<file path="src/rtl/oversample_filter.sv">
// rtl/oversample_filter.sv - oversampling window averager feeding the pid_core sample input
//
// Accumulates 2^os_mode signed samples and emits their floor average as a
// single-cycle valid pulse.
//
// Ports:
//   clk_in          system clock
//   reset_n_in      asynchronous active-low reset
//   data_in         signed ADC sample
//   data_valid_in   one cycle per sample
//   os_mode_in      requested log2 oversample ratio (clamped to MAX_OSM)
//   clear_in        discard the partial window
//   update_en_in    enables update_in
//   update_in       loads os_mode_in when update_en_in is high
//   data_out        signed window average, held between pulses
//   data_valid_out  one-cycle pulse per completed window
module oversample_filter #(
    parameter int W_IN    = 16,
    parameter int W_OUT   = 18,
    parameter int W_OSM   = 4,
    parameter int MAX_OSM = 10
) (
    input  logic                    clk_in,
    input  logic                    reset_n_in,
    input  logic signed [W_IN-1:0]  data_in,
    input  logic                    data_valid_in,
    input  logic [W_OSM-1:0]        os_mode_in,
    input  logic                    clear_in,
    input  logic                    update_en_in,
    input  logic                    update_in,
    output logic signed [W_OUT-1:0] data_out,
    output logic                    data_valid_out
);

    // Sum of 2^MAX_OSM samples of W_IN bits always fits in W_IN+MAX_OSM bits.
    localparam int W_ACC = W_IN + MAX_OSM;
    localparam int W_CNT = $clog2((1 << MAX_OSM) + 1);
    localparam logic [W_OSM-1:0] MAX_OSM_V = W_OSM'(MAX_OSM);

    typedef enum logic [1:0] {
        ST_IDLE,
        ST_ACCUM,
        ST_SEND
    } state_t;

    state_t                  r_state;
    state_t                  w_state_nxt;
    logic signed [W_ACC-1:0] r_sum;
    logic signed [W_ACC-1:0] w_sum_nxt;
    logic signed [W_ACC-1:0] w_din_ext;
    logic signed [W_ACC-1:0] w_sum_add;
    logic signed [W_ACC-1:0] w_shifted;
    logic [W_CNT-1:0]        r_count;
    logic [W_CNT-1:0]        w_count_nxt;
    logic [W_CNT-1:0]        w_count_add;
    logic [W_CNT-1:0]        w_n;
    logic [W_OSM-1:0]        r_os_mode;
    logic [W_OSM-1:0]        w_os_mode_nxt;
    logic [W_OSM-1:0]        w_os_mode_clamped;
    logic signed [W_OUT-1:0] r_data_out;
    logic signed [W_OUT-1:0] w_data_out_nxt;
    logic                    w_window_done;

    assign w_din_ext = W_ACC'(data_in);

    // IDLE and SEND both hold an empty window, so a sample there starts fresh.
    assign w_sum_add   = (r_state == ST_ACCUM) ? (r_sum + w_din_ext) : w_din_ext;
    assign w_count_add = (r_state == ST_ACCUM) ? (r_count + W_CNT'(1)) : W_CNT'(1);

    assign w_n           = W_CNT'(1) << r_os_mode;
    assign w_window_done = (w_count_add == w_n);

    // Arithmetic shift gives floor toward -inf for negative sums.
    assign w_shifted = w_sum_add >>> r_os_mode;

    assign w_os_mode_clamped = (os_mode_in > MAX_OSM_V) ? MAX_OSM_V : os_mode_in;

    always_comb begin
        w_state_nxt    = r_state;
        w_sum_nxt      = r_sum;
        w_count_nxt    = r_count;
        w_os_mode_nxt  = r_os_mode;
        w_data_out_nxt = r_data_out;

        if (update_in && update_en_in) begin
            w_os_mode_nxt = w_os_mode_clamped;
            w_sum_nxt     = '0;
            w_count_nxt   = '0;
            w_state_nxt   = ST_IDLE;
        end else if (clear_in) begin
            w_sum_nxt   = '0;
            w_count_nxt = '0;
            w_state_nxt = ST_IDLE;
        end else if (data_valid_in) begin
            if (w_window_done) begin
                w_data_out_nxt = W_OUT'(w_shifted);
                w_sum_nxt      = '0;
                w_count_nxt    = '0;
                w_state_nxt    = ST_SEND;
            end else begin
                w_sum_nxt   = w_sum_add;
                w_count_nxt = w_count_add;
                w_state_nxt = ST_ACCUM;
            end
        end else if (r_state == ST_SEND) begin
            w_state_nxt = ST_IDLE;
        end
    end

    always_ff @(posedge clk_in or negedge reset_n_in) begin
        if (!reset_n_in) begin
            r_state    <= ST_IDLE;
            r_sum      <= '0;
            r_count    <= '0;
            r_os_mode  <= '0;
            r_data_out <= '0;
        end else begin
            r_state    <= w_state_nxt;
            r_sum      <= w_sum_nxt;
            r_count    <= w_count_nxt;
            r_os_mode  <= w_os_mode_nxt;
            r_data_out <= w_data_out_nxt;
        end
    end

    assign data_out       = r_data_out;
    assign data_valid_out = (r_state == ST_SEND);

endmodule

</file>
<file path="config.mk">
export PLATFORM = sky130hd
export DESIGN_NAME = oversample_filter
export DESIGN_NICKNAME = d
export VERILOG_FILES = /design/src/rtl/oversample_filter.sv
export SDC_FILE = /design/constraint.sdc
export NUM_CORES = 1
export LEC_CHECK = 0
export BUFFER_PORTS_ARGS = -buffer_cell sky130_fd_sc_hd__buf_2
export CAP_MARGIN = 30
export CORE_MARGIN = 2
export CORE_UTILIZATION = 35
export CTS_CLUSTER_DIAMETER = 120
export DETAILED_ROUTE_END_ITERATION = 12
export PLACE_DENSITY = 0.51
export RECOVER_POWER = 50
export SLEW_MARGIN = 0
export SYNTH_ARGS = -nofsm -noshare
export SYNTH_HDL_FRONTEND = slang
export SYNTH_SLANG_ARGS = --single-unit
export TNS_END_PERCENT = 10
</file>
<file path="constraint.sdc">
create_clock -name clk_in -period 6 [get_ports clk_in]
set_input_delay 0.3 -clock clk_in [delete_from_list [all_inputs] [get_ports clk_in]]
set_output_delay 0.3 -clock clk_in [all_outputs]
set_load 0.05 [all_outputs]
</file>
Word-level counts from Yosys, hierarchy flattened

Index checks and enable logic that the tools add are counted.

Reductions and logical operators: 4
Shift operators: 2
Equality and inequality tests: 3
Bitwise operators: 2
$add $sub $neg: 2
$lt $le $gt $ge: 1
Mux-type cells: 16

Operator list:

| cell                  | number |
|---|---|
| $mux 26               | 5 |
| $mux 11               | 5 |
| $add 26x16->26        | 1 |
| $sshr 26x4->18        | 1 |
| $add 11x1->11 const B | 1 |
| $eq 11x11->1          | 1 |
| $shl 1x4->11 const A  | 1 |
| $mux 2                | 5 |
| $gt 4x4->1 const B    | 1 |
| $mux 4                | 1 |
| $reduce_and 4->1      | 1 |
| $reduce_bool 4->1     | 1 |
| $reduce_bool 3->1     | 1 |
| $eq 2x1->1 const B    | 1 |
| $eq 2x2->1 const B    | 1 |
| $not 1->1             | 2 |
| $logic_and 1x1->1     | 1 |

Output and inout port bits: 19
Input port bits: 26
Register bits: 61

Logic depth before layout (Yosys ltp)

Depth after elaboration: 7
Mapped depth: 12
Gate-level depth less buffers: 12

Least setup slack after synthesis

No wires, ideal clock.

Path type: register to register
Start point: register r_sum[0]
End point: register r_data_out[17], in the netlist data_out[17]
Stages on the path, launching flop included: 13
Clock period less this slack: 3.332 ns
Setup slack: 2.668 ns
Arrival: 3.200 ns
Path buffers: 0
Path through: dfrtp_1 ha_1 fa_1 a211oi_1 o211ai_1 a21boi_2 a21boi_1 or3_1 a311o_1 a211o_1 mux2_2 a21oi_1 a21oi_1

Longest elaborated chain between the ends: 3

RTL lines:

| item                   | line | text |
|---|---|---|
| from (decl)            | 48   | `logic signed [W_ACC-1:0] r_sum;` |
| from (signal assigned) | 119  | `r_sum <= w_sum_nxt;` |
| $add 26x16->26         | 67   | `assign w_sum_add = (r_state == ST_ACCUM) ? (r_sum + w_din_ext) : w_din_ext;` |
| $mux 26                | 67   |  |
| $sshr 26x4->18         | 74   | `assign w_shifted = w_sum_add >>> r_os_mode;` |
| to (signal assigned)   | 122  | `r_data_out <= w_data_out_nxt;` |
| to (decl)              | 60   | `logic signed [W_OUT-1:0] r_data_out;` |

No other way between the ends.
A chain may end at the register's enable or synchronous reset.

Worst setup path in the final report

Start point: register r_os_mode[2]
End point: register r_data_out[14], in the netlist data_out[14]

Longest elaborated chain between the ends: 3
Elaborated cells on any way between the ends: 4
Those cells by class: eq/ne: 1; shift: 2; reduce/logical: 1

RTL lines:

| item                       | line | text |
|---|---|---|
| from (decl)                | 57   | `logic [W_OSM-1:0] r_os_mode;` |
| from (signal assigned)     | 121  | `r_os_mode <= w_os_mode_nxt;` |
| $shl 1x4->11               | 70   | `assign w_n = W_CNT'(1) << r_os_mode;` |
| $eq 11x11->1               | 71   | `assign w_window_done = (w_count_add == w_n);` |
| $reduce_and 4->1 (no line) | --   |  |

Several ways; a longest one is shown, not always the timed one.

==> metrics.md <==
| Metric | Value |
|---|---|
| Library cell with the highest instance count after synthesis | sky130_fd_sc_hd__nand2_1 |
| Post-synthesis area per instance | 7.70 um2 |
| Bufs on Longest Clock Path | 2 |
| Synthesized cell area | 5970 um2 |
| Post-synthesis share of cell area spent on full adders, half adders and majority gates | 0.0578 |
| Number of synthesized register bits | 61 |
| Vias post-DR | around 6100 |
| Total grt overflow | 0 |
| Average routed wire per standard cell | 19.8 um |
| Root Driver | sky130_fd_sc_hd__clkbuf_16 |
| First-pass GRT wire length | about 32000 um |
| Worst supply voltage drop on vdd | 187 uV |
| Number of levels in the clock H-tree | 3 |
| CP arrival | between 5 and 6 ns |
| Seq/Total Area, Yosys | 0.256 |
| Failing checks | max-capacitance violations, max-slew violations |
| Dominant synthesized flop cell | sky130_fd_sc_hd__dfrtp_1 |
| Share of post-route cells with drive strength above 1 | 0.117 |
| Worst rel slew slack | -1.40 |
| Number of optimization iterations in the first detailed-route pass | 5 |
| Outcome | complete, but fails checks |
| Via count of the first global-routing pass | 5861 |
| Clock-pin slew on the worst setup and hold paths | ~0.060 ns |
| Initial drt markers | 501 |
| Area of the die | 18100 um2 |
| Cell area power density | 301 nW/um2 |
| Layout overhead on the synthesized area | 10.4% |
| Type of destination of the critical path | flop |
| Worst clock skew | 0.00737 ns |
| DP HPWL | 14600 um |
| Asr flop ratio synth | 1.00 |
| Core region area | approximately 17000 um2 |
| Final antenna diode count | 0 |
| Die Ht | 135 um |
| Final max-slew violation count | between 100 and 150 |
| Number of buffers inserted for hold repair after clock tree synthesis | 0 |
| Global placer's final weighted congestion | between 0.9 and 1 |
| Width of the die | 135 um |
| Share of synthesized cell area in and, or, nand and nor gates | 0.224 |
| Final #Nets | approximately 830 |
| Highest clock frequency the design can meet | 202 MHz |
| Final core utilization | 0.396 |
| Unrepaired setup endpoints after global routing | no |
| Remaining routing DRC violations | 0 |
| Time the final worst path needs with I/O delays and setup | 4.94 ns |
| Cell leakage power | 2.82 nW |
| Kind of path behind the tightest hold check | primary input to flop |
| Post-cts gate resize count | 0 |
| Worst Hold Path Cells | 3 |
| Global-route total usage across every layer | 0.226 |
| CTS tree | yes |
| Number of nets still failing antenna checks after routing | 0 |
| Number of failing hold endpoints at the final stage | 0 |
| Max-cap violations | 2 |
| R2R cell count | 11 |
| Post-synthesis mux area share | 0.0633 |
| Via count normalized by instance count | 6.07 |
| Number of distinct library cells after synthesis | 75 |
| Post-Syn Nets | 828 |
| I/O Buffers | between 40 and 50 |
| Setup TNS | 0 ns |
| Compound-Gate Fraction of Synth Area | 0.319 |
| Final setup violation count | 0 |
| Pin slew with the least headroom to its limit | ~3.6 ns |
| Area share of xor/xnor cells in the synthesized design | 0.0337 |
| Critical path fanouts, max | 38 |
| Kind of start point of the critical path | flop |
| Num CTS Buffers | 9 |
| Pin count of the biggest net entering global routing | 62 |
| Syn Inst Count | 775 |
| Post-route clock period utilization | 0.823 |
| Most common library cells after synthesis | 104 x sky130_fd_sc_hd__nand2_1, 82 x sky130_fd_sc_hd__o21ai_0, 61 x sky130_fd_sc_hd__dfrtp_1, 56 x sky130_fd_sc_hd__nor2_1, 51 x sky130_fd_sc_hd__a21oi_1 |
| Ports placed on the boundary | between 40 and 50 |
| Biggest area consumer among synthesized cells | sky130_fd_sc_hd__dfrtp_1 |
| Clock tree sinks | 61 |
| Largest family of logic cells by synthesized area | compound AO/OA/AOI/OAI gates |
| Worst skew pair latency | about 0.34 ns |
| Share of the synthesized area in the top cell type | 0.256 |
| Post-CTS Setup Bufs | 0 |
| Cell types with the largest area share after synthesis | sky130_fd_sc_hd__dfrtp_1 26%, sky130_fd_sc_hd__o21ai_0 6.9%, sky130_fd_sc_hd__nand2_1 6.5% |
| Total wire length after detailed routing | approximately 20000 um |
| Effective utilization at floorplan | 0.359 |
| Required time of the critical path | 6.22 ns |
| Type of the setup path with the least slack | flop to flop |
| Power, Total | 0.00199 W |
| Number of warnings issued by yosys | 0 |
| Cell row count | 47 |
| Initial antenna violation count | 0 |
| Post-synth EDFFs | 0 |
## sequential cells by signal, summed over array words and instances (netlist names)
name and cells:
r_count 11, r_sum 26, data_out 18, r_os_mode 4, r_state 2
## path summary, 6_finish.rpt
path / startpoint / endpoint / slack (ns)
setup / recovery: r_os_mode[2]$_DFFE_PN0P_ / data_out[14]$_DFFE_PN0P_ / 1.06
hold / removal: os_mode_in[0] / r_os_mode[0]$_DFFE_PN0P_ / 0.21
setup reg to reg: r_os_mode[2]$_DFFE_PN0P_ / data_out[14]$_DFFE_PN0P_ / 1.06
hold reg to reg: data_out[0]$_DFFE_PN0P_ / data_out[0]$_DFFE_PN0P_ / 0.48
max in group asynchronous: reset_n_in / data_out[15]$_DFFE_PN0P_ / 2.67
min in group asynchronous: reset_n_in / r_sum[14]$_DFFE_PN0P_ / 1.28
## power by group
part	total, W	internal (W)	switching, W
Clock	0.000561	0.000345	0.000216
Combinational	0.000878	0.000272	0.000606
Sequential	0.000546	0.000484	0.0000619
## critical path: stages (launching register included)
cell,delay [ns]
sky130_fd_sc_hd__dfrtp_1,0.32
sky130_fd_sc_hd__clkbuf_1,1.13
sky130_fd_sc_hd__nand2_1,0.49
sky130_fd_sc_hd__a2111oi_2,0.44
sky130_fd_sc_hd__o21bai_1,0.16
sky130_fd_sc_hd__a2111oi_2,0.36
sky130_fd_sc_hd__o211a_1,0.28
sky130_fd_sc_hd__nand3_2,0.49
sky130_fd_sc_hd__nor2_1,0.37
sky130_fd_sc_hd__buf_4,0.25
sky130_fd_sc_hd__o21ai_0,0.17
sky130_fd_sc_hd__o221a_2,0.35
## through the flow
| stage | hold WS [ns] | instances | setup WS, ns | instance area [um2] |
|---|---|---|---|---|
| floorplan | 0.00441 | 775 | 2.67 | 5970 |
| global route | 0.229 | 1006 | 0.732 | 6590 |
| CTS | 0.198 | 1006 | 1.81 | 6610 |
| global placement | 0.466 | 990 | 1.83 | 6300 |
| detailed placement | 0.467 | 990 | 1.86 | 6300 |
| finish | 0.207 | 1006 | 1.06 | 6590 |
## metal layers
metal / share of wire / global-route usage / vias up / wire length, um
li1: - / - / 2921 / -
met1: 0.45 / 0.309 / 2949 / 9040
met2: 0.47 / 0.366 / 202 / 9400
met3: 0.052 / 0.0282 / 30 / 1040
met4: 0.023 / 0.0854 / 0 / 455
met5: 0 / 0 / - / 0
## final cells by class
cell class                 instances  area [um2]
fill                            1745       10100
timing repair buffer              53         270
tap                              220         275
sequential                        61        1530
clock inverter                     5        57.6
multi-input combinational        646        4170
inverter                          10        37.5
clock buffer                      11         253
## kinds of logic after synthesis
family | Yosys count
compound gates | 283
simple gates | 279
buf+inv | 68
flops | 61
mux | 34
fa+ha+maj | 27
xor+xnor | 23
## cells in the final DEF, fill, tap and decap left out, types with 7 or more instances in the layout
cell	count
sky130_fd_sc_hd__nand2_1	104
sky130_fd_sc_hd__o21ai_0	82
sky130_fd_sc_hd__dfrtp_1	61
sky130_fd_sc_hd__nor2_1	56
sky130_fd_sc_hd__a21oi_1	51
sky130_fd_sc_hd__buf_2	36
sky130_fd_sc_hd__ha_1	26
sky130_fd_sc_hd__mux2i_1	22
sky130_fd_sc_hd__nor3_1	19
sky130_fd_sc_hd__nand3_1	17
sky130_fd_sc_hd__a211oi_1	16
sky130_fd_sc_hd__nand4_1	15
sky130_fd_sc_hd__a22o_1	15
sky130_fd_sc_hd__and2_1	14
sky130_fd_sc_hd__xor2_1	13
sky130_fd_sc_hd__a31oi_1	13
sky130_fd_sc_hd__xnor2_1	10
sky130_fd_sc_hd__nor4_1	10
sky130_fd_sc_hd__mux2_2	10
sky130_fd_sc_hd__o21a_1	10
sky130_fd_sc_hd__clkbuf_1	10
sky130_fd_sc_hd__inv_1	9
sky130_fd_sc_hd__nand2b_1	9
sky130_fd_sc_hd__clkbuf_16	9
sky130_fd_sc_hd__a21o_1	7
sky130_fd_sc_hd__o31ai_1	7
sky130_fd_sc_hd__buf_4	7
No activity file was read; power rests on OpenSTA's default activity.
